$ cat src/rtl/output_port_vc_controller_if.sv
`default_nettype none
// ============================================================================
// Module   : output_port_vc_controller_if
// Brief    : Flit, credit and allocation bundle for one router output port.
// Revision : 1.0 - initial release
// ============================================================================
interface output_port_vc_controller_if #(
  parameter int NUM_VC = 4,
  parameter int DW     = 32,
  parameter int CNT_W  = 4
);
  logic                    valid;
  logic [DW-1:0]           data;
  logic [NUM_VC-1:0]       credit_upd;
  logic [NUM_VC-1:0]       va_claim;
  logic [NUM_VC-1:0]       out_vc_available;
  logic [NUM_VC-1:0]       out_vc_ready;
  logic [NUM_VC*CNT_W-1:0] credit_cnt_flat;
  logic                    err_overflow;
  logic                    err_underflow;

  modport master (
    output valid, data, credit_upd, va_claim,
    input  out_vc_available, out_vc_ready, credit_cnt_flat, err_overflow, err_underflow
  );

  modport slave (
    input  valid, data, credit_upd, va_claim,
    output out_vc_available, out_vc_ready, credit_cnt_flat, err_overflow, err_underflow
  );
endinterface
`default_nettype wire

$ cat src/rtl/output_port_vc_controller.sv
`default_nettype none
// ============================================================================
// Module   : output_port_vc_controller
// Brief    : Per-VC credit counters and ownership FSMs for a router output port.
// Revision : 1.0 - initial release
// ============================================================================
module output_port_vc_controller #(
  parameter int NUM_VC        = 4,
  parameter int VCID_W        = 2,
  parameter int DW            = 32,
  parameter int BUF_DEPTH     = 8,
  parameter int CNT_W         = 4,
  parameter int CREDIT_LBOUND = 0,
  parameter int CREDIT_REG    = 1
) (
  input  logic                        clk,
  input  logic                        rstn,
  output_port_vc_controller_if.slave  bus
);

  typedef enum logic [1:0] {
    ST_FREE     = 2'd0,
    ST_RESERVED = 2'd1,
    ST_ACTIVE   = 2'd2
  } vc_state_t;

  localparam logic [1:0]       c_type_head     = 2'b00;
  localparam logic [1:0]       c_type_tail     = 2'b10;
  localparam logic [1:0]       c_type_headtail = 2'b11;
  localparam logic [CNT_W-1:0] c_buf_depth     = CNT_W'(BUF_DEPTH);
  localparam logic [CNT_W-1:0] c_lbound        = CNT_W'(CREDIT_LBOUND);

  logic [VCID_W-1:0] w_vcid;
  logic [1:0]        w_type;
  logic              w_unused_payload;
  logic [NUM_VC-1:0] w_cu;
  logic [NUM_VC-1:0] w_ovf;
  logic [NUM_VC-1:0] w_unf;
  logic              r_err_overflow;
  logic              r_err_underflow;

  assign w_vcid           = bus.data[DW-1 -: VCID_W];
  assign w_type           = bus.data[DW-1-VCID_W -: 2];
  assign w_unused_payload = ^bus.data[DW-VCID_W-3:0];

  generate
    if (CREDIT_REG != 0) begin : g_credit_reg
      logic [NUM_VC-1:0] r_credit_upd;
      always_ff @(posedge clk or negedge rstn) begin
        if (!rstn) r_credit_upd <= '0;
        else       r_credit_upd <= bus.credit_upd;
      end
      assign w_cu = r_credit_upd;
    end else begin : g_credit_direct
      assign w_cu = bus.credit_upd;
    end
  endgenerate

  for (genvar i = 0; i < NUM_VC; i++) begin : g_vc
    logic             w_send;
    logic             w_release;
    logic             w_ovf_vc;
    logic             w_unf_vc;
    logic [CNT_W-1:0] r_cnt;
    logic [CNT_W-1:0] w_cnt_nxt;
    vc_state_t        r_state;
    vc_state_t        w_state_nxt;

    // Out-of-range VC ids never equal any i, so they touch no VC.
    assign w_send = bus.valid && (w_vcid == VCID_W'(i));

    always_comb begin
      w_cnt_nxt = r_cnt;
      w_ovf_vc  = 1'b0;
      w_unf_vc  = 1'b0;
      if (w_send && !w_cu[i]) begin
        if (r_cnt == '0) w_unf_vc  = 1'b1;
        else             w_cnt_nxt = r_cnt - 1'b1;
      end else if (w_cu[i] && !w_send) begin
        if (r_cnt == c_buf_depth) w_ovf_vc  = 1'b1;
        else                      w_cnt_nxt = r_cnt + 1'b1;
      end
    end

    always_comb begin
      w_state_nxt = r_state;
      w_release   = 1'b0;
      case (r_state)
        ST_RESERVED: w_release = w_send && (w_type == c_type_headtail);
        ST_ACTIVE:   w_release = w_send && ((w_type == c_type_tail) ||
                                            (w_type == c_type_headtail));
        default:     w_release = 1'b0;
      endcase
      // A claim landing together with the releasing flit re-reserves the VC.
      if (bus.va_claim[i] && ((r_state == ST_FREE) || w_release))
        w_state_nxt = ST_RESERVED;
      else if (w_release)
        w_state_nxt = ST_FREE;
      else if ((r_state == ST_RESERVED) && w_send && (w_type == c_type_head))
        w_state_nxt = ST_ACTIVE;
    end

    always_ff @(posedge clk or negedge rstn) begin
      if (!rstn) begin
        r_cnt   <= c_buf_depth;
        r_state <= ST_FREE;
      end else begin
        r_cnt   <= w_cnt_nxt;
        r_state <= w_state_nxt;
      end
    end

    assign w_ovf[i]                              = w_ovf_vc;
    assign w_unf[i]                              = w_unf_vc;
    assign bus.out_vc_available[i]               = (r_state == ST_FREE);
    assign bus.out_vc_ready[i]                   = (r_cnt > c_lbound);
    assign bus.credit_cnt_flat[i*CNT_W +: CNT_W] = r_cnt;
  end

  always_ff @(posedge clk or negedge rstn) begin
    if (!rstn) begin
      r_err_overflow  <= 1'b0;
      r_err_underflow <= 1'b0;
    end else begin
      r_err_overflow  <= r_err_overflow  | (|w_ovf);
      r_err_underflow <= r_err_underflow | (|w_unf);
    end
  end

  assign bus.err_overflow  = r_err_overflow;
  assign bus.err_underflow = r_err_underflow;

endmodule
`default_nettype wire

$ cat src/flat_wrapper.sv
// flat-port wrapper written by rule: the top's interface ports become plain ports
module output_port_vc_controller_flat 
#(
  parameter int NUM_VC        = 4,
  parameter int VCID_W        = 2,
  parameter int DW            = 32,
  parameter int BUF_DEPTH     = 8,
  parameter int CNT_W         = 4,
  parameter int CREDIT_LBOUND = 0,
  parameter int CREDIT_REG    = 1
)
  (clk, rstn, bus_valid, bus_data, bus_credit_upd, bus_va_claim, bus_out_vc_available, bus_out_vc_ready, bus_credit_cnt_flat, bus_err_overflow, bus_err_underflow);
  output_port_vc_controller_if #(.NUM_VC(NUM_VC), .DW(DW), .CNT_W(CNT_W)) bus_i ();
  input  logic clk;
  input  logic rstn;
  input wire logic [$bits(bus_i.valid)-1:0] bus_valid;
  input wire logic [$bits(bus_i.data)-1:0] bus_data;
  input wire logic [$bits(bus_i.credit_upd)-1:0] bus_credit_upd;
  input wire logic [$bits(bus_i.va_claim)-1:0] bus_va_claim;
  output wire logic [$bits(bus_i.out_vc_available)-1:0] bus_out_vc_available;
  output wire logic [$bits(bus_i.out_vc_ready)-1:0] bus_out_vc_ready;
  output wire logic [$bits(bus_i.credit_cnt_flat)-1:0] bus_credit_cnt_flat;
  output wire logic [$bits(bus_i.err_overflow)-1:0] bus_err_overflow;
  output wire logic [$bits(bus_i.err_underflow)-1:0] bus_err_underflow;
  assign bus_i.valid = bus_valid;
  assign bus_i.data = bus_data;
  assign bus_i.credit_upd = bus_credit_upd;
  assign bus_i.va_claim = bus_va_claim;
  assign bus_out_vc_available = bus_i.out_vc_available;
  assign bus_out_vc_ready = bus_i.out_vc_ready;
  assign bus_credit_cnt_flat = bus_i.credit_cnt_flat;
  assign bus_err_overflow = bus_i.err_overflow;
  assign bus_err_underflow = bus_i.err_underflow;
  output_port_vc_controller #(.NUM_VC(NUM_VC), .VCID_W(VCID_W), .DW(DW), .BUF_DEPTH(BUF_DEPTH), .CNT_W(CNT_W), .CREDIT_LBOUND(CREDIT_LBOUND), .CREDIT_REG(CREDIT_REG)) u_core (.clk(clk), .rstn(rstn), .bus(bus_i));
endmodule
$ cat config.mk
export PLATFORM = sky130hd
export DESIGN_NAME = output_port_vc_controller_flat
export DESIGN_NICKNAME = d
export VERILOG_FILES = /design/src/rtl/output_port_vc_controller_if.sv /design/src/rtl/output_port_vc_controller.sv /design/src/flat_wrapper.sv
export SDC_FILE = /design/constraint.sdc
export NUM_CORES = 1
export LEC_CHECK = 0
export CAP_MARGIN = 40
export CORE_MARGIN = 4
export CORE_UTILIZATION = 46
export CTS_CLUSTER_DIAMETER = 120
export DETAILED_ROUTE_END_ITERATION = 16
export GPL_ROUTABILITY_DRIVEN = 0
export HOLD_SLACK_MARGIN = 0.03
export PLACE_DENSITY = 0.81
export RECOVER_POWER = 100
export SETUP_SLACK_MARGIN = 0.2
export SYNTH_ARGS = -nofsm -noshare
export SYNTH_HDL_FRONTEND = slang
export SYNTH_SLANG_ARGS = --single-unit
$ cat constraint.sdc
create_clock -name clk -period 2.5 [get_ports clk]
set_input_delay 0.5 -clock clk [delete_from_list [all_inputs] [get_ports clk]]
set_output_delay 0.5 -clock clk [all_outputs]
set_load 0.02 [all_outputs]
==> flow_metrics.env <==
export IMPL_fmax_mhz=428.6
export IMPL_clk_pin_slew_ps=60
export IMPL_ir_drop_mv=0.5175
export IMPL_dr_total_vias=1849
export IMPL_ios=69
export IMPL_cts_sinks=30
export IMPL_synth_top_area_cell="dfrtp_1"
export IMPL_clk_latency_ps=280
export IMPL_yosysSeqAreaShare_pct=37.47
export IMPL_grt_max_degree=31
export IMPL_p_leak_uw=0.001122
export IMPL_cpLargestDelayFamily="buffers and inverters"
export IMPL_antenna_cells=0
export IMPL_route_final_wire_length_um=4697
export IMPL_syn_avg_cell_area_um2=9.210
export IMPL_numCtsBuffers=5
export IMPL_hold_violations=0
export IMPL_post_place_cells=315
export IMPL_synth_area_leaders="dfrtp_1 (32%), ha_1 (9.9%), dfstp_2 (5.2%)"
export IMPL_die_x_um=74.22
export IMPL_rows=23
export IMPL_drt_wirelength_per_cell_um=14.59
export IMPL_synth_edf_count=0
export IMPL_hold_path_class="reg2reg"
export IMPL_synthFlopType="dfrtp_1"
export IMPL_slew_violations=0
export IMPL_core_um2=4115
export IMPL_synth_distinct_cells=52
export IMPL_stdcell_count=322
export IMPL_critPathKind="in2reg"
export IMPL_cp_start_kind="primary input"
export IMPL_drc=0
export IMPL_nFillCells=340
export IMPL_root_buffer="clkbuf_8"
export IMPL_grt_usage_pct=18.30
export IMPL_post_cts_buffers=0
export IMPL_io_buffers=40
export IMPL_slowest_delay_ps=740
export IMPL_slowest_stage="dlygate4sd3_1"
export IMPL_cap_violations=0
export IMPL_min_path_cells=2
export IMPL_dieArea_um2=5508
export IMPL_synth_seq_cells=30
export IMPL_setup_viol=0
export IMPL_worst_slew_pin_slew_ps=788.1
export IMPL_drive_gt1_share_pct=11.40
export IMPL_multi_input_area_um2=1169
export IMPL_via_per_inst=5.742
export IMPL_reg2regPathDepth=6
export IMPL_path_buf_inv=2
export IMPL_nets=331
export IMPL_syn_inst=219
export IMPL_cts_tree="built"
export IMPL_drt_initial_drc_count=98
export IMPL_path_depth=6
export IMPL_synth_top_cell_area_share_pct=32.26
export IMPL_required_ps=2650
export IMPL_status="finished, final reports clean"
export IMPL_start_util_pct=49.01
export IMPL_async_flop_share_pct=100.0
export IMPL_power_per_cell_area_nw_per_um2=1095
export IMPL_ys_top_cells_by_count="dfrtp_1 (26), ha_1 (16), inv_1 (16), nand2_1 (16), nor2_1 (14)"
export IMPL_grt_pass1_wl_um=7893
export IMPL_dpl_hpwl_um=3489
export IMPL_finalCritPeriodShare_pct=93.33
export IMPL_final_util_pct=63.67
export IMPL_drtAntennaViolNets=0
export IMPL_clockBufferDepth=2
export IMPL_grt_pass1_vias=1790
export IMPL_syn_nets=278
export IMPL_worst_path_max_fanout=5
export IMPL_syn_to_final_growth_pct=29.90
export IMPL_critPathCaptureType="register"
export IMPL_post_route_min_period_ps=2333
export IMPL_yosysMostFrequentCell="dfrtp_1"
export IMPL_crit_chain="dlygate4sd3_1 > clkbuf_1 > nand3b_4 > and2_1 > and3_1 > or4_1"
export IMPL_timing_max_slew_rel_slack_pct=47.46
export IMPL_netlist_area_um2=2017
export IMPL_crit_arrival_ps=2480
export IMPL_skew_ps=1.723
export IMPL_layout_area_seq_um2=755.7
export IMPL_yosysWarnings=0
export IMPL_overflow=0
export IMPL_first_pass_iters=4
export IMPL_rsz0062_at_grt="yes"
export IMPL_power_uw=2868
export IMPL_die_y_um=74.22
export IMPL_antenna_found_initial=0
export IMPL_h_tree_depth=2
[area by class of cell]
cell class | count | area share (%)
sequential | 30 | 28.84
clock buffer | 7 | 2.913
timing repair buffer | 56 | 18.96
inverter | 16 | 2.292
tap | 50 | 2.388
multi-input combinational | 163 | 44.60
[state kept, by name (all words and copies together), names as in the netlist]
signal / flops
u_core.g_vc.r_cnt: 16
u_core.bus.err_overflow: 1
u_core.bus.err_underflow: 1
u_core.g_vc.r_state: 8
u_core.g_credit_reg.r_credit_upd: 4
[tightest hold or removal path, cell delays in order (launching register included)]
cell and delay (ps):
dfrtp_1 340, a31oi_1 50, nand3_1 70
[through the flow]
| stage | hold WS [ps] | TNS (ps) | setup WS [ps] | instance area (um^2) |
|---|---|---|---|---|
| after CTS | 504.7 | 0 | 235.7 | 2626 |
| after global placement | 488.9 | 0 | 69.38 | 2552 |
| after global routing | 512.0 | 0 | 92.52 | 2620 |
| after detailed placement | 486.8 | -21.82 | -21.82 | 2552 |
| final | 495.5 | 0 | 166.8 | 2620 |
| after floorplan | 204.4 | 0 | 477.1 | 2017 |
[final timing paths]
path	start	end	slack, ps
worst max-delay path	bus_data[30]	u_core.bus.err_overflow	170
worst min-delay path	u_core.bus.err_underflow	u_core.bus.err_underflow	500
worst min register to register	u_core.bus.err_underflow	u_core.bus.err_underflow	500
worst max register to register	u_core.g_credit_reg.r_credit_upd[2]	u_core.g_vc[2].r_cnt[2]	610
min in group asynchronous	rstn	u_core.g_credit_reg.r_credit_upd[2]	830
max in group asynchronous	rstn	u_core.g_credit_reg.r_credit_upd[3]	1170
[logic make-up (layout without fill, tap and decap cells)]
| family | after synthesis | after routing | synth area share [%] |
|---|---|---|---|
| fa+ha+maj | 16 | 16 | 9.925 |
| flops | 30 | 30 | 37.47 |
| mux | 5 | 5 | 2.791 |
| buf+inv | 26 | 79 | 5.335 |
| simple gates | 83 | 83 | 24.01 |
| xor+xnor | 9 | 9 | 3.908 |
| compound gates | 50 | 50 | 16.56 |
[power breakdown]
group / internal (uW) / switching [uW] / total, uW
clock network: 191 / 172 / 363
logic: 691 / 763 / 1450
registers: 713 / 338 / 1050
total: 1600 / 1270 / 2870
[placed cells by master (no fill, tap or decap), types with 2 or more instances in the layout]
master / instances
a31oi_1: 4
nand3_1: 6
a221oi_1: 4
nand4_1: 3
o211ai_1: 4
clkdlybuf4s50_1: 9
a21oi_1: 12
nor3_1: 11
o22ai_1: 3
or4_1: 4
inv_1: 16
nor2_1: 14
and2_1: 3
a21o_1: 2
nor2b_1: 2
and3_1: 2
o21ai_0: 10
xnor2_1: 5
nand2b_1: 2
dfstp_2: 4
dfrtp_1: 26
mux2i_1: 3
ha_1: 16
nand3b_1: 2
nor3b_2: 2
dlygate4sd3_1: 29
dlygate4sd2_1: 2
clkbuf_8: 5
xor2_1: 4
nor4_1: 3
clkbuf_1: 7
or2_2: 2
buf_4: 9
nand2_1: 16
or3_1: 5
[metal layers]
layer  global-route usage, %  vias up  wire (um)
li1                        -      911          -
met4                   5.534        0         61
met2                   32.19       48       2355
met1                   22.69      884       2011
met3                   3.649        6        269
met5                       0        -          0
[repair_timing]
action,4_1_cts,5_1_grt
setup endpoints to repair,2,5
hold buffers,0,0
gates resized for setup,2,5
No activity file was read; power rests on OpenSTA's default activity.
